[config.mk]
export PLATFORM = sky130hd
export DESIGN_NAME = bram_dma_arbiter_flat
export DESIGN_NICKNAME = d
export VERILOG_FILES = /design/src/rtl/bram_dma_arbiter_if.sv /design/src/rtl/bram_dma_arbiter.sv /design/src/flat_wrapper.sv
export SDC_FILE = /design/constraint.sdc
export NUM_CORES = 1
export LEC_CHECK = 0
export CORE_MARGIN = 2
export CORE_UTILIZATION = 43
export DETAILED_ROUTE_END_ITERATION = 10
export PLACE_DENSITY = 0.95
export SLEW_MARGIN = 0
export SYNTH_ARGS = -nofsm -noshare
export SYNTH_HDL_FRONTEND = slang
export SYNTH_SLANG_ARGS = --single-unit
[constraint.sdc]
create_clock -name clk -period 3.6 [get_ports clk]
set_input_delay 0.54 -clock clk [delete_from_list [all_inputs] [get_ports clk]]
set_output_delay 0.54 -clock clk [all_outputs]
set_load 0.02 [all_outputs]
[src/rtl/bram_dma_arbiter_if.sv]
// Shared DMA read-port bundle: requester-side level handshake plus the single DMA master port.
// slave is the arbiter's view; master is the loaders/DMA side that drives requests and returns data.
interface bram_dma_arbiter_if #(
   parameter int NUM_REQ      = 2,
   parameter int GRANT_WID    = 1,
   parameter int RAM_WID      = 32,
   parameter int RAM_WORD_WID = 16
);
   logic [NUM_REQ*RAM_WID-1:0] req_addr;
   logic [NUM_REQ-1:0]         req_read;
   logic [RAM_WORD_WID-1:0]    req_word;
   logic [NUM_REQ-1:0]         req_valid;
   logic [RAM_WID-1:0]         ram_dma_addr;
   logic                       ram_read;
   logic [RAM_WORD_WID-1:0]    ram_word;
   logic                       ram_valid;
   logic [GRANT_WID-1:0]       grant_id;
   logic                       busy;

   modport master (
      output req_addr, req_read, ram_word, ram_valid,
      input  req_word, req_valid, ram_dma_addr, ram_read, grant_id, busy
   );

   modport slave (
      input  req_addr, req_read, ram_word, ram_valid,
      output req_word, req_valid, ram_dma_addr, ram_read, grant_id, busy
   );
endinterface

[src/rtl/bram_dma_arbiter.sv]
// Round-robin arbiter sharing one DMA read port among NUM_REQ BRAM loaders,
// one word per grant, all outputs registered.
module bram_dma_arbiter #(
   parameter int NUM_REQ      = 2,
   parameter int GRANT_WID    = 1,
   parameter int RAM_WID      = 32,
   parameter int RAM_WORD_WID = 16
) (
   input logic              clk,
   input logic              rst_n,
   bram_dma_arbiter_if.slave bus
);

   typedef enum logic [1:0] {IDLE, ISSUE, RELEASE} state_t;

   state_t               state;
   logic [GRANT_WID-1:0] last_grant;
   logic [GRANT_WID-1:0] winner;
   logic [RAM_WID-1:0]   win_addr;

   // Two descending passes: the lowest requester above last_grant wins, else the
   // lowest one at or below it (the wrap-around), which gives the rotating priority.
   always_comb begin
      winner = '0;
      for (int j = NUM_REQ - 1; j >= 0; j--) begin
         if (bus.req_read[j] && (j <= int'(last_grant))) winner = GRANT_WID'(j);
      end
      for (int j = NUM_REQ - 1; j >= 0; j--) begin
         if (bus.req_read[j] && (j > int'(last_grant))) winner = GRANT_WID'(j);
      end
   end

   assign win_addr = bus.req_addr[int'(winner)*RAM_WID +: RAM_WID];

   always_ff @(posedge clk or negedge rst_n) begin
      if (!rst_n) begin
         state            <= IDLE;
         last_grant       <= GRANT_WID'(NUM_REQ - 1);
         bus.grant_id     <= '0;
         bus.ram_dma_addr <= '0;
         bus.ram_read     <= 1'b0;
         bus.req_word     <= '0;
         bus.req_valid    <= '0;
         bus.busy         <= 1'b0;
      end else begin
         case (state)
            IDLE: begin
               // A still-high ram_valid means the master has not released the previous word yet.
               if ((|bus.req_read) && !bus.ram_valid) begin
                  bus.grant_id     <= winner;
                  bus.ram_dma_addr <= win_addr;
                  bus.ram_read     <= 1'b1;
                  bus.busy         <= 1'b1;
                  state            <= ISSUE;
               end
            end
            ISSUE: begin
               if (bus.ram_valid) begin
                  bus.ram_read <= 1'b0;
                  bus.req_word <= bus.ram_word;
                  // A requester that dropped read meanwhile has aborted: its word is discarded.
                  if (bus.req_read[bus.grant_id]) begin
                     bus.req_valid <= NUM_REQ'(1) << bus.grant_id;
                  end
                  state <= RELEASE;
               end
            end
            RELEASE: begin
               if (!bus.req_read[bus.grant_id]) begin
                  bus.req_valid <= '0;
                  last_grant    <= bus.grant_id;
                  bus.busy      <= 1'b0;
                  state         <= IDLE;
               end
            end
            default: state <= IDLE;
         endcase
      end
   end

endmodule

[src/flat_wrapper.sv]
// flat-port wrapper written by rule: the top's interface ports become plain ports
module bram_dma_arbiter_flat 
#(
   parameter int NUM_REQ      = 2,
   parameter int GRANT_WID    = 1,
   parameter int RAM_WID      = 32,
   parameter int RAM_WORD_WID = 16
)
  (clk, rst_n, bus_req_addr, bus_req_read, bus_ram_word, bus_ram_valid, bus_req_word, bus_req_valid, bus_ram_dma_addr, bus_ram_read, bus_grant_id, bus_busy);
  bram_dma_arbiter_if #(.NUM_REQ(NUM_REQ), .GRANT_WID(GRANT_WID), .RAM_WID(RAM_WID), .RAM_WORD_WID(RAM_WORD_WID)) bus_i ();
  input logic clk;
  input logic rst_n;
  input wire logic [$bits(bus_i.req_addr)-1:0] bus_req_addr;
  input wire logic [$bits(bus_i.req_read)-1:0] bus_req_read;
  input wire logic [$bits(bus_i.ram_word)-1:0] bus_ram_word;
  input wire logic [$bits(bus_i.ram_valid)-1:0] bus_ram_valid;
  output wire logic [$bits(bus_i.req_word)-1:0] bus_req_word;
  output wire logic [$bits(bus_i.req_valid)-1:0] bus_req_valid;
  output wire logic [$bits(bus_i.ram_dma_addr)-1:0] bus_ram_dma_addr;
  output wire logic [$bits(bus_i.ram_read)-1:0] bus_ram_read;
  output wire logic [$bits(bus_i.grant_id)-1:0] bus_grant_id;
  output wire logic [$bits(bus_i.busy)-1:0] bus_busy;
  assign bus_i.req_addr = bus_req_addr;
  assign bus_i.req_read = bus_req_read;
  assign bus_i.ram_word = bus_ram_word;
  assign bus_i.ram_valid = bus_ram_valid;
  assign bus_req_word = bus_i.req_word;
  assign bus_req_valid = bus_i.req_valid;
  assign bus_ram_dma_addr = bus_i.ram_dma_addr;
  assign bus_ram_read = bus_i.ram_read;
  assign bus_grant_id = bus_i.grant_id;
  assign bus_busy = bus_i.busy;
  bram_dma_arbiter #(.NUM_REQ(NUM_REQ), .GRANT_WID(GRANT_WID), .RAM_WID(RAM_WID), .RAM_WORD_WID(RAM_WORD_WID)) u_core (.clk(clk), .rst_n(rst_n), .bus(bus_i));
endmodule
* After elaboration in Yosys (flattened, before gate mapping)
Index checks and enable logic that the tools add are counted.
Cells by class: magnitude comparators 3, eq/ne operators 6, shift-type cells 2, mux-type cells 17, bitwise operators 1, reduce and logical (&&, ||, !) cells 16
Operators by type and width (number):
- 64-bit by 7-bit indexed part select with 32-bit output | 1
- 2-bit two-way mux | 5
- 3-bit AND reduction | 3
- 1-bit two-way mux | 8
- 2-bit one-hot mux with 3 select lines | 1
- 2-bit AND reduction | 3
- 2-bit nonzero test | 3
- 2-bit by 1-bit inequality test with 1-bit output, second input constant | 2
- 2-bit inequality test, second input constant | 2
- 1-bit one-hot mux with 2 select lines | 2
- 2-bit one-hot mux with 2 select lines | 1
- 4-bit AND reduction | 1
- 1-bit logical AND | 3
- 2-bit by 1-bit equality test with 1-bit output, second input constant | 1
- 2-bit equality test, second input constant | 1
- 2-bit logical NOT | 1
- 1-bit by 2-bit < comparator with 1-bit output, second input constant | 1
- 2-bit OR reduction | 1
- 1-bit by 1-bit << shifter with 2-bit output, first input constant | 1
- 1-bit greater-than comparator, first input constant | 1
- 1-bit less-or-equal comparator, first input constant | 1
- 1-bit logical NOT | 1
- 1-bit inverter | 1
Storage, ports and cells: register bits 56, input port bits 85, output and inout bits 53, word-level logic and storage cells 53

* Longest topological paths before layout
Gate-level depths: netlist (run 1).
depth after elaboration 6, gate-level depth with buffers 5, mapped depth without buffers 3

* Worst setup path before layout (run 1)
Ideal clock, no wire load.
path kind in2reg, start input port bus_req_read[1], end register u_core.bus.ram_dma_addr[0], setup time 125 ps, data arrival time 1601 ps, required time 3475 ps, setup slack 1875 ps, cell stages on the path 4, buffers on the path 1, path through a21boi_2 > buf_2 > mux2_2 > mux2_2
On the way: word-level cells in the longest chain between the ends 5, elaborated cells between the ends (all ways) 9, those cells by class shift: 1; mux: 3; reduce/logical: 5
Ends and longest elaborated chain:
- from (decl) | RTL line flat_wrapper.sv:14 | input wire logic [$bits(bus_i.req_read)-1:0] bus_req_read;
- 1-bit logical AND | RTL line bram_dma_arbiter.sv:26 | if (bus.req_read[j] && (j <= int'(last_grant))) winner = GRANT_WID'(j);
- 1-bit two-way mux (2 in a row) | RTL line bram_dma_arbiter.sv:26
- 1-bit two-way mux | RTL line bram_dma_arbiter.sv:29 | if (bus.req_read[j] && (j > int'(last_grant))) winner = GRANT_WID'(j);
- 64-bit by 7-bit indexed part select with 32-bit output | RTL line bram_dma_arbiter.sv:33 | assign win_addr = bus.req_addr[int'(winner)*RAM_WID +: RAM_WID];
- to (signal assigned) | RTL line bram_dma_arbiter.sv:51 | bus.ram_dma_addr <= win_addr;
- to (decl) | RTL line bram_dma_arbiter_if.sv:27 | output req_word, req_valid, ram_dma_addr, ram_read, grant_id, busy
Several ways; a longest one is shown, not always the timed one. A chain may end at the register's enable or synchronous reset.

* Worst setup path in the final report (run 1)
start input port bus_req_read[1], end register u_core.bus.ram_dma_addr[29]
The elaborated chain is that of the path after synthesis.

==> metrics.txt, run 1 <==
post-detailed-route count of antenna-violating nets 0; Worst-Skew Late Latency 310 ps; Setup violations, final 0; #FFs+latches synth 56; placeable core region slightly below 6000 um2; CTS buffer count 5; Arr. time, crit path ~2500 ps; drt first pass iters 4; Post-CTS Setup Repair Bufs 0; syn_nets about 260; root buf cell clkbuf_8; Resized cells post-CTS 0; Final #Nets 395; dpl cells 378; # clock sinks 56; Chip Width 82.4 um; # port buffers 137; register area share after synthesis 0.531; # rows 28; status completed; Setup CP Type in2reg; pin count of the biggest net entering global routing 41; Tmin final ~2300 ps; Power Dens Cells 667 nW/um2; endpoint class of the critical path flop; RSZ-0062 raised after global routing false; LEAKAGE approximately 1.7 nW; commonest non-fill, non-tap cell in the layout clkdlybuf4s50_1; Yosys top cell by area dfrtp_1; area growth from synthesis to layout 57.4%; cell count after synthesis 172; die footprint 6790 um2; Vias/cell between 4 and 5; htree depth 2; post-synthesis cell area 2640 um2; layout cells sized above 1 0.312; Synth cell types 22; clk_skew 9.66 ps; GR Overflow Total 0; Startpoint Class input pin; post-route core utilization 0.703; all-layer global routing usage 0.187; initial antenna violation count 0; Post-DP Area 4070 um2; Total Wirelength 6270 um; Starting Density 0.447; Max Clk Rate 442 MHz; TritonCTS clock tree yes; ANT cells 0; Critical Path Fanout Max 19; via count 1891; Worst Path Required 3790 ps; synth top area cells dfrtp_1 52%, mux2_2 26%, mux2_4 11%, buf_6 2.1%, dfstp_2 0.99%; most frequent cells in the layout 136 x clkdlybuf4s50_1, 62 x mux2_2, 55 x dfrtp_1; Setup TNS 0 ps; Final Hold Vio Count 0; DIE HEIGHT around 82 um; Residual DRC 0; Synthesis Warnings 0; crit share post-route 0.628; wire per inst 16.3 um; first-pass GRT wire length about 9600 um; Final Non-Filler Cells ~390; Top Ports roughly 140; Tightest Pin Transition 898 ps; Max VDD drop around 400 uV; DP Wirelength 4720 um; Hold WS about 350 ps; Clock Tree Buf Depth 2; Synth top area share 0.521; Avg Cell Area, Syn around 15 um2; Slew HR 0.401; GPL Wtd Cong 0.726; hold-fix buffers at CTS 0; DRT iter0 DRCs 96; vias in the first global route 2008; post-route cell area between 4000 and 5000 um2; total of max-cap violations 0; min-delay worst type in2async; CTS clock-pin slew for the worst setup and hold paths roughly 110 ps; Max Slew Vio Count 0
area by class of cell:
class	count	area (um2)
clock buffers	6	72.6
flip-flops and latches	56	1400
multi-input cells	104	1160
clock inverters	2	16.3
well taps	75	93.8
repair buffers	141	1410
fillers	409	1760
inverters	2	7.51
worst max-delay path: stages:
cell,delay (ps)
clkdlybuf4s50_1,530
a21boi_4,530
buf_12,240
mux2_2,340
mux2_2,260
sequential cells by signal, indices dropped and copies added (netlist names):
| signal | count |
|---|---|
| u_core.bus.busy | 1 |
| u_core.state | 2 |
| u_core.last_grant | 1 |
| u_core.bus.ram_dma_addr | 32 |
| u_core.bus.ram_read | 1 |
| u_core.bus.req_word | 16 |
| u_core.bus.grant_id | 1 |
| u_core.bus.req_valid | 2 |
stage by stage:
| step | setup slack, ps | power, mW |
|---|---|---|
| finish | 1340 | 2.77 |
| global route | 1290 | 2.94 |
| CTS | 1350 | 2.81 |
| detailed placement | 1010 | 2.45 |
| global placement | 1090 | 2.41 |
| floorplan | 1870 | 1.77 |
worst paths after layout:
| path | slack, ps | startpoint | cells after the start | end |
|---|---|---|---|---|
| max | 1340 | bus_req_read[1] | 5 | u_core.bus.ram_dma_addr[29] |
| min | 350 | rst_n | 1 | u_core.bus.req_word[1] |
| max reg2reg | 1750 | u_core.state[0] | 3 | u_core.bus.req_valid[0] |
| min reg2reg | 490 | u_core.bus.ram_read | 1 | u_core.bus.ram_read |
| max in group asynchronous | 2410 | rst_n | 2 | u_core.last_grant |
| min in group clk | 490 | u_core.bus.ram_read | 1 | u_core.bus.ram_read |
cells in the mapped netlist:
master,number
mux2_2,62
dfrtp_1,55
mux2_4,20
buf_2,5
buf_6,5
o21ai_0,5
a221oi_1,2
a31oi_1,2
inv_1,2
nand2_1,2
a211oi_1,1
a21boi_2,1
a21o_1,1
dfstp_2,1
nand2b_1,1
nand3_1,1
nand3b_1,1
nor2_1,1
nor2b_1,1
nor3b_1,1
nor4_4,1
or2b_1,1
power breakdown:
group,internal (mW),switching (mW)
logic,0.806,0.591
registers,0.882,0.150
clock network,0.139,0.206
cell families after synthesis:
| group | count (synthesis) | share of synthesized area |
|---|---|---|
| DFF | 56 | 0.531 |
| muxes | 82 | 0.378 |
| buffers and inverters | 12 | 0.0336 |
| AOI/OAI and AO/OA | 12 | 0.0308 |
| and+or+nand+nor | 10 | 0.0275 |
layer usage:
| layer | vias to the layer above | global-route usage | part of all wire | wire [um] |
|---|---|---|---|---|
| li1 | 890 | - | - | - |
| met1 | 911 | 0.233 | 0.39 | 2460 |
| met2 | 84 | 0.314 | 0.50 | 3120 |
| met3 | 6 | 0.0652 | 0.10 | 647 |
| met4 | 0 | 0.0383 | 0.0069 | 43 |
| met5 | - | 0 | 0 | 0 |
No activity file was read; power rests on OpenSTA's default activity.
==> inputs of run 2 (changes only) <==
Settings changed: CORE_UTILIZATION 43 to 40, PLACE_DENSITY 0.95 to 0.9.
Clock period 3.6 ns to 2.15 ns, I/O delays scaled along.
==> run 2 against run 1 <==
Non-clock buffer count up 3. Clock power rose by 64%. Combinational power increased by 67%. Total power up 67%. Final area increased by 0.81%. Critical path type is now reg2out.
==> metrics.txt, run 2 (synthesized netlist as in run 1, its figures left out) <==
WL met1 2460 um (+0.12%); # rows 29 (+3.6%); layout cells sized above 1 0.315 (+0.00339); all-layer global routing usage 0.175 (-0.0116); ANT cells 0 (unchanged); Starting Density 0.414 (-0.0325); most frequent cells in the layout 136 x clkdlybuf4s50_1, 62 x mux2_2, 55 x dfrtp_1; Worst-Skew Late Latency 310 ps (about the same); hold-fix buffers at CTS 0 (unchanged); top flop regs u_core.bus.ram_dma_addr: 32 flops, u_core.bus.req_word: 16 flops; Clock Tree Buf Depth 2 (unchanged); RSZ-0062 raised after global routing false; Chip Width 85.3 um (+3.5%); Arr. time, crit path 1430 ps (-1030 ps); Top Layer Used met4; Fillers 472 (+15%); Resized cells post-CTS 0 (unchanged); endpoint class of the critical path output port; Setup violations, final 0 (unchanged); clk_skew 11.0 ps (+1.32 ps); critical path, cell by cell clkdlybuf4s50_1; register with the most flip-flops u_core.bus.ram_dma_addr; Final #Nets 398 (+0.76%); placeable core region 6390 um2 (+7.9%); Max Clk Rate about 570 MHz; Max Slew Vio Count 0 (unchanged); Top Ports 138 (unchanged); pin count of the biggest net entering global routing 32 (-22%); Power Dens Cells 1110 nW/um2 (+66%); area growth from synthesis to layout 58.7%; Post-CTS Setup Repair Bufs 0 (unchanged); CTS buffer count 5 (unchanged); Slew HR 0.533 (+0.131); crit share post-route 0.815; GR Overflow Total 0 (unchanged); Setup TNS 0 ps (unchanged); R2R Setup Slk 540 ps (-1210 ps); post-detailed-route count of antenna-violating nets 0 (unchanged); total of max-cap violations 0 (unchanged); Final Hold Vio Count 0 (unchanged); Total Wirelength 6240 um (-0.57%); DP Wirelength 4800 um (+1.6%); DIE HEIGHT 85.3 um (+3.5%); LEAKAGE 1.72 nW (+1.1%); Worst Path Required 1830 ps (-1960 ps); Vias/cell 4.88 (-0.44%); Max VDD drop 602 uV (+50%); Critical Path Fanout Max 6 (-13); # clock sinks 56 (unchanged); initial antenna violation count 0 (unchanged); Met2 Wirelength 3240 um (+3.9%); overall power 4.64 mW (+67%); WL met3 471 um (-27%); min-delay worst type in2async; Startpoint Class flop; status completed; number of flip-flops in the largest register 32 (unchanged); TritonCTS clock tree yes; # port buffers 137 (unchanged); vias in the first global route 2085 (+3.8%); Crit path max-delay family buffers and inverters; slowest CP cell clkdlybuf4s50_1; root buf cell clkbuf_8; commonest non-fill, non-tap cell in the layout clkdlybuf4s50_1; GPL Wtd Cong 0.733 (+0.91%); CP bufs+invs 1 (-1); Tmin final 1750 ps; CTS clock-pin slew for the worst setup and hold paths 100 ps (about the same); via count 1907 (+0.85%); Setup CP Type reg2out; drt first pass iters 4 (unchanged); Tightest Pin Transition 701 ps (-197 ps); critical path's largest stage delay 670 ps (+140 ps); first-pass GRT wire length 10100 um (+5.3%); Residual DRC 0 (unchanged); wire per inst 16.0 um (-1.8%); htree depth 2 (unchanged); die footprint 7280 um2 (+7.1%); DRT iter0 DRCs 48 (-50%)
==> run 2: metrics by stage <==
step / utilization / setup WS (ps) / instance area, um2 / instances / hold slack [ps]
3_3_place_gp: 0.644 / 133 / 4110 / 383 / 406
3_5_place_dp: 0.644 / 75.7 / 4110 / 383 / 410
4_1_cts: 0.657 / 380 / 4200 / 391 / 60.7
2_1_floorplan: - / 512 / 2640 / 172 / 26.9
6_report: 0.657 / 399 / 4200 / 391 / 45.5
5_1_grt: 0.657 / 316 / 4200 / 391 / 90.6
==> run 2: per-layer routing <==
layer / vias to the layer above / GRT usage
met2: 71 / 0.314
li1: 902 / -
met3: 6 / 0.0593
met4: 0 / 0.0390
met5: - / 0
met1: 928 / 0.202
==> run 2: where the power goes <==
| group | internal (mW) | switching (mW) | leakage, nW |
|---|---|---|---|
| logic | 1.36 | 0.982 | 1.02 |
| registers | 1.48 | 0.257 | 0.657 |
| clock network | 0.234 | 0.332 | 0.0424 |
| total | 3.07 | 1.57 | 1.72 |
==> run 2: area by class of cell <==
type	count	area, um2	share of cell area
repair buffers	144	1440	0.344
flip-flops and latches	56	1400	0.334
multi-input cells	104	1160	0.276
well taps	77	96.3	0.0230
clock buffers	7	76.3	0.0182
clock inverters	1	8.76	0.00209
inverters	2	7.51	0.00179
==> run 2: path summary, 6_finish.rpt <==
path,start,end,cells after the start
worst min-delay path,rst_n,u_core.bus.ram_dma_addr[8],1
worst max register to register,u_core.state[1],u_core.bus.ram_dma_addr[28],3
min in group clk,u_core.bus.ram_read,u_core.bus.ram_read,1
worst min register to register,u_core.bus.ram_read,u_core.bus.ram_read,1
worst max-delay path,u_core.bus.grant_id,bus_grant_id,1
max in group asynchronous,rst_n,u_core.bus.ram_dma_addr[15],2
==> inputs of run 3 (changes only) <==
Clock period 2.15 ns to 1.8 ns, I/O delays scaled along.
==> run 3 against run 2 <==
Critical path type unchanged. Highest routed layer unchanged. Total power is 22% higher. Wire length about the same. Cell count rose by 2.3%.
==> metrics.txt, run 3 (synthesized netlist as in run 1, its figures left out) <==
status completed; DP Wirelength 4740 um (-1.1%); wire per inst 15.6 um (-2.2%); Top Ports 138 (unchanged); GPL Wtd Cong 0.740 (+0.97%); PnR worst setup slack 98.6 ps (-300 ps); Vias/cell 4.82 (-1.3%); CP Launch Point u_core.bus.grant_id; via count 1926 (+1.0%); slowest CP cell clkdlybuf4s50_1; CTS buffer count 5 (unchanged); root buf cell clkbuf_8; Worst-Skew Late Latency 310 ps (about the same); # clock sinks 56 (unchanged); Final #Nets 407 (+2.3%); register with the most flip-flops u_core.bus.ram_dma_addr; commonest non-fill, non-tap cell in the layout clkdlybuf4s50_1; Post-CTS Setup Repair Bufs 0 (unchanged); critical path, cell by cell clkdlybuf4s50_1; Worst Path Required 1530 ps (-300 ps); Arr. time, crit path 1430 ps (about the same); most frequent cells in the layout 136 x clkdlybuf4s50_1, 62 x mux2_2, 55 x dfrtp_1; Final Hold Vio Count 0 (unchanged); total of max-cap violations 0 (unchanged); crit share post-route 0.945; die footprint 7280 um2 (unchanged); critical path's largest stage delay 660 ps (about the same); Chip Width 85.3 um (unchanged); htree depth 2 (unchanged); Max Clk Rate 588 MHz; endpoint class of the critical path output port; Resized cells post-CTS 0 (unchanged); layout cells sized above 1 0.331 (+0.0160); Setup violations, final 0 (unchanged); Total Wirelength 6240 um (about the same); Hold WS 469 ps (+423 ps); # port buffers 137 (unchanged); CTS clock-pin slew for the worst setup and hold paths 100 ps (about the same); RSZ-0062 raised after global routing false; R2R Path End u_core.bus.ram_dma_addr[16]; drt first pass iters 4 (unchanged); R2R depth 4 (+1); Max Slew Vio Count 0 (unchanged); clk_skew 5.71 ps (-5.27 ps); first-pass GRT wire length 10400 um (+3.2%); Tmin final 1700 ps; Residual DRC 0 (unchanged); Starting Density 0.414 (unchanged); initial antenna violation count 0 (unchanged); LEAKAGE 1.78 nW (+3.4%); Critical Path Fanout Max 6 (unchanged); DIE HEIGHT 85.3 um (unchanged); Slew HR 0.797 (+0.264); ANT cells 0 (unchanged); # rows 29 (unchanged); pin count of the biggest net entering global routing 57 (+78%); RR Startpoint u_core.state[1]; Setup CP Type reg2out; Clock Tree Buf Depth 2 (unchanged); placeable core region 6390 um2 (unchanged); Tightest Pin Transition 305 ps (-396 ps); area growth from synthesis to layout 62.9%; R2R Setup Slk 290 ps (-250 ps); Power Dens Cells 1310 nW/um2 (+18%); number of flip-flops in the largest register 32 (unchanged); hold-fix buffers at CTS 1 (+1); top flop regs u_core.bus.ram_dma_addr: 32 flops, u_core.bus.req_word: 16 flops; min-delay worst type in2async; TritonCTS clock tree yes; post-detailed-route count of antenna-violating nets 0 (unchanged); Crit path max-delay family buffers and inverters; DRT iter0 DRCs 89 (+85%); vias in the first global route 2181 (+4.6%); all-layer global routing usage 0.182 (+0.00664); GR Overflow Total 0 (unchanged); Post-Place Worst Slack -162 ps (-238 ps); CP bufs+invs 1 (unchanged); Max VDD drop 747 uV (+24%); Startpoint Class flop
==> run 3: cell types whose count changed in the layout (fill, tap and decap cells not counted) <==
cell,before,now
buf_4,5,10
buf_12,2,5
clkbuf_8,5,6
clkinv_4,1,0
dlygate4sd3_1,0,1
==> run 3: report_power, final <==
part / switching (mW) / total [mW] / leakage, nW / internal (mW)
logic: 1.21 / 2.88 / 1.08 / 1.67
registers: 0.289 / 2.05 / 0.657 / 1.77
clock network: 0.397 / 0.712 / 0.0455 / 0.315
total: 1.89 / 5.65 / 1.78 / 3.75
==> run 3: how the worst max path moves through the flow <==
stage,end,slack (ps),cells past startpoint
final,bus_grant_id,100,1
after global placement,u_core.bus.ram_dma_addr[22],-130,5
after global routing,bus_grant_id,40,1
after detailed placement,u_core.bus.ram_dma_addr[2],-160,5
after floorplan,u_core.bus.grant_id,160,4
after CTS,bus_grant_id,90,1
==> run 3: area by class of cell <==
| type | count | area [um2] |
|---|---|---|
| Tap cell | 77 | 96.3 |
| Inverter | 2 | 7.51 |
| Sequential cell | 56 | 1400 |
| Multi-Input combinational cell | 104 | 1160 |
| Fill cell | 459 | 2080 |
| Clock buffer | 8 | 90.1 |
| Timing Repair Buffer | 153 | 1550 |
==> run 3: metrics by stage <==
stage               total power, mW  area [um2]  utilization  TNS [ps]  std cells
floorplan                      3.53        2640            -         0        172
global placement               4.90        4210        0.659     -3950        391
detailed placement             4.98        4210        0.659     -4550        391
CTS                            5.72        4310        0.675         0        400
global route                   5.96        4310        0.675         0        400
finish                         5.65        4310        0.675         0        400
==> run 3: metal layers <==
| layer | GRT usage | part of all wire | vias up |
|---|---|---|---|
| li1 | - | - | 916 |
| met1 | 0.212 | 0.39 | 921 |
| met2 | 0.320 | 0.51 | 80 |
| met3 | 0.0642 | 0.082 | 9 |
| met4 | 0.0447 | 0.016 | 0 |
| met5 | 0 | 0 | - |
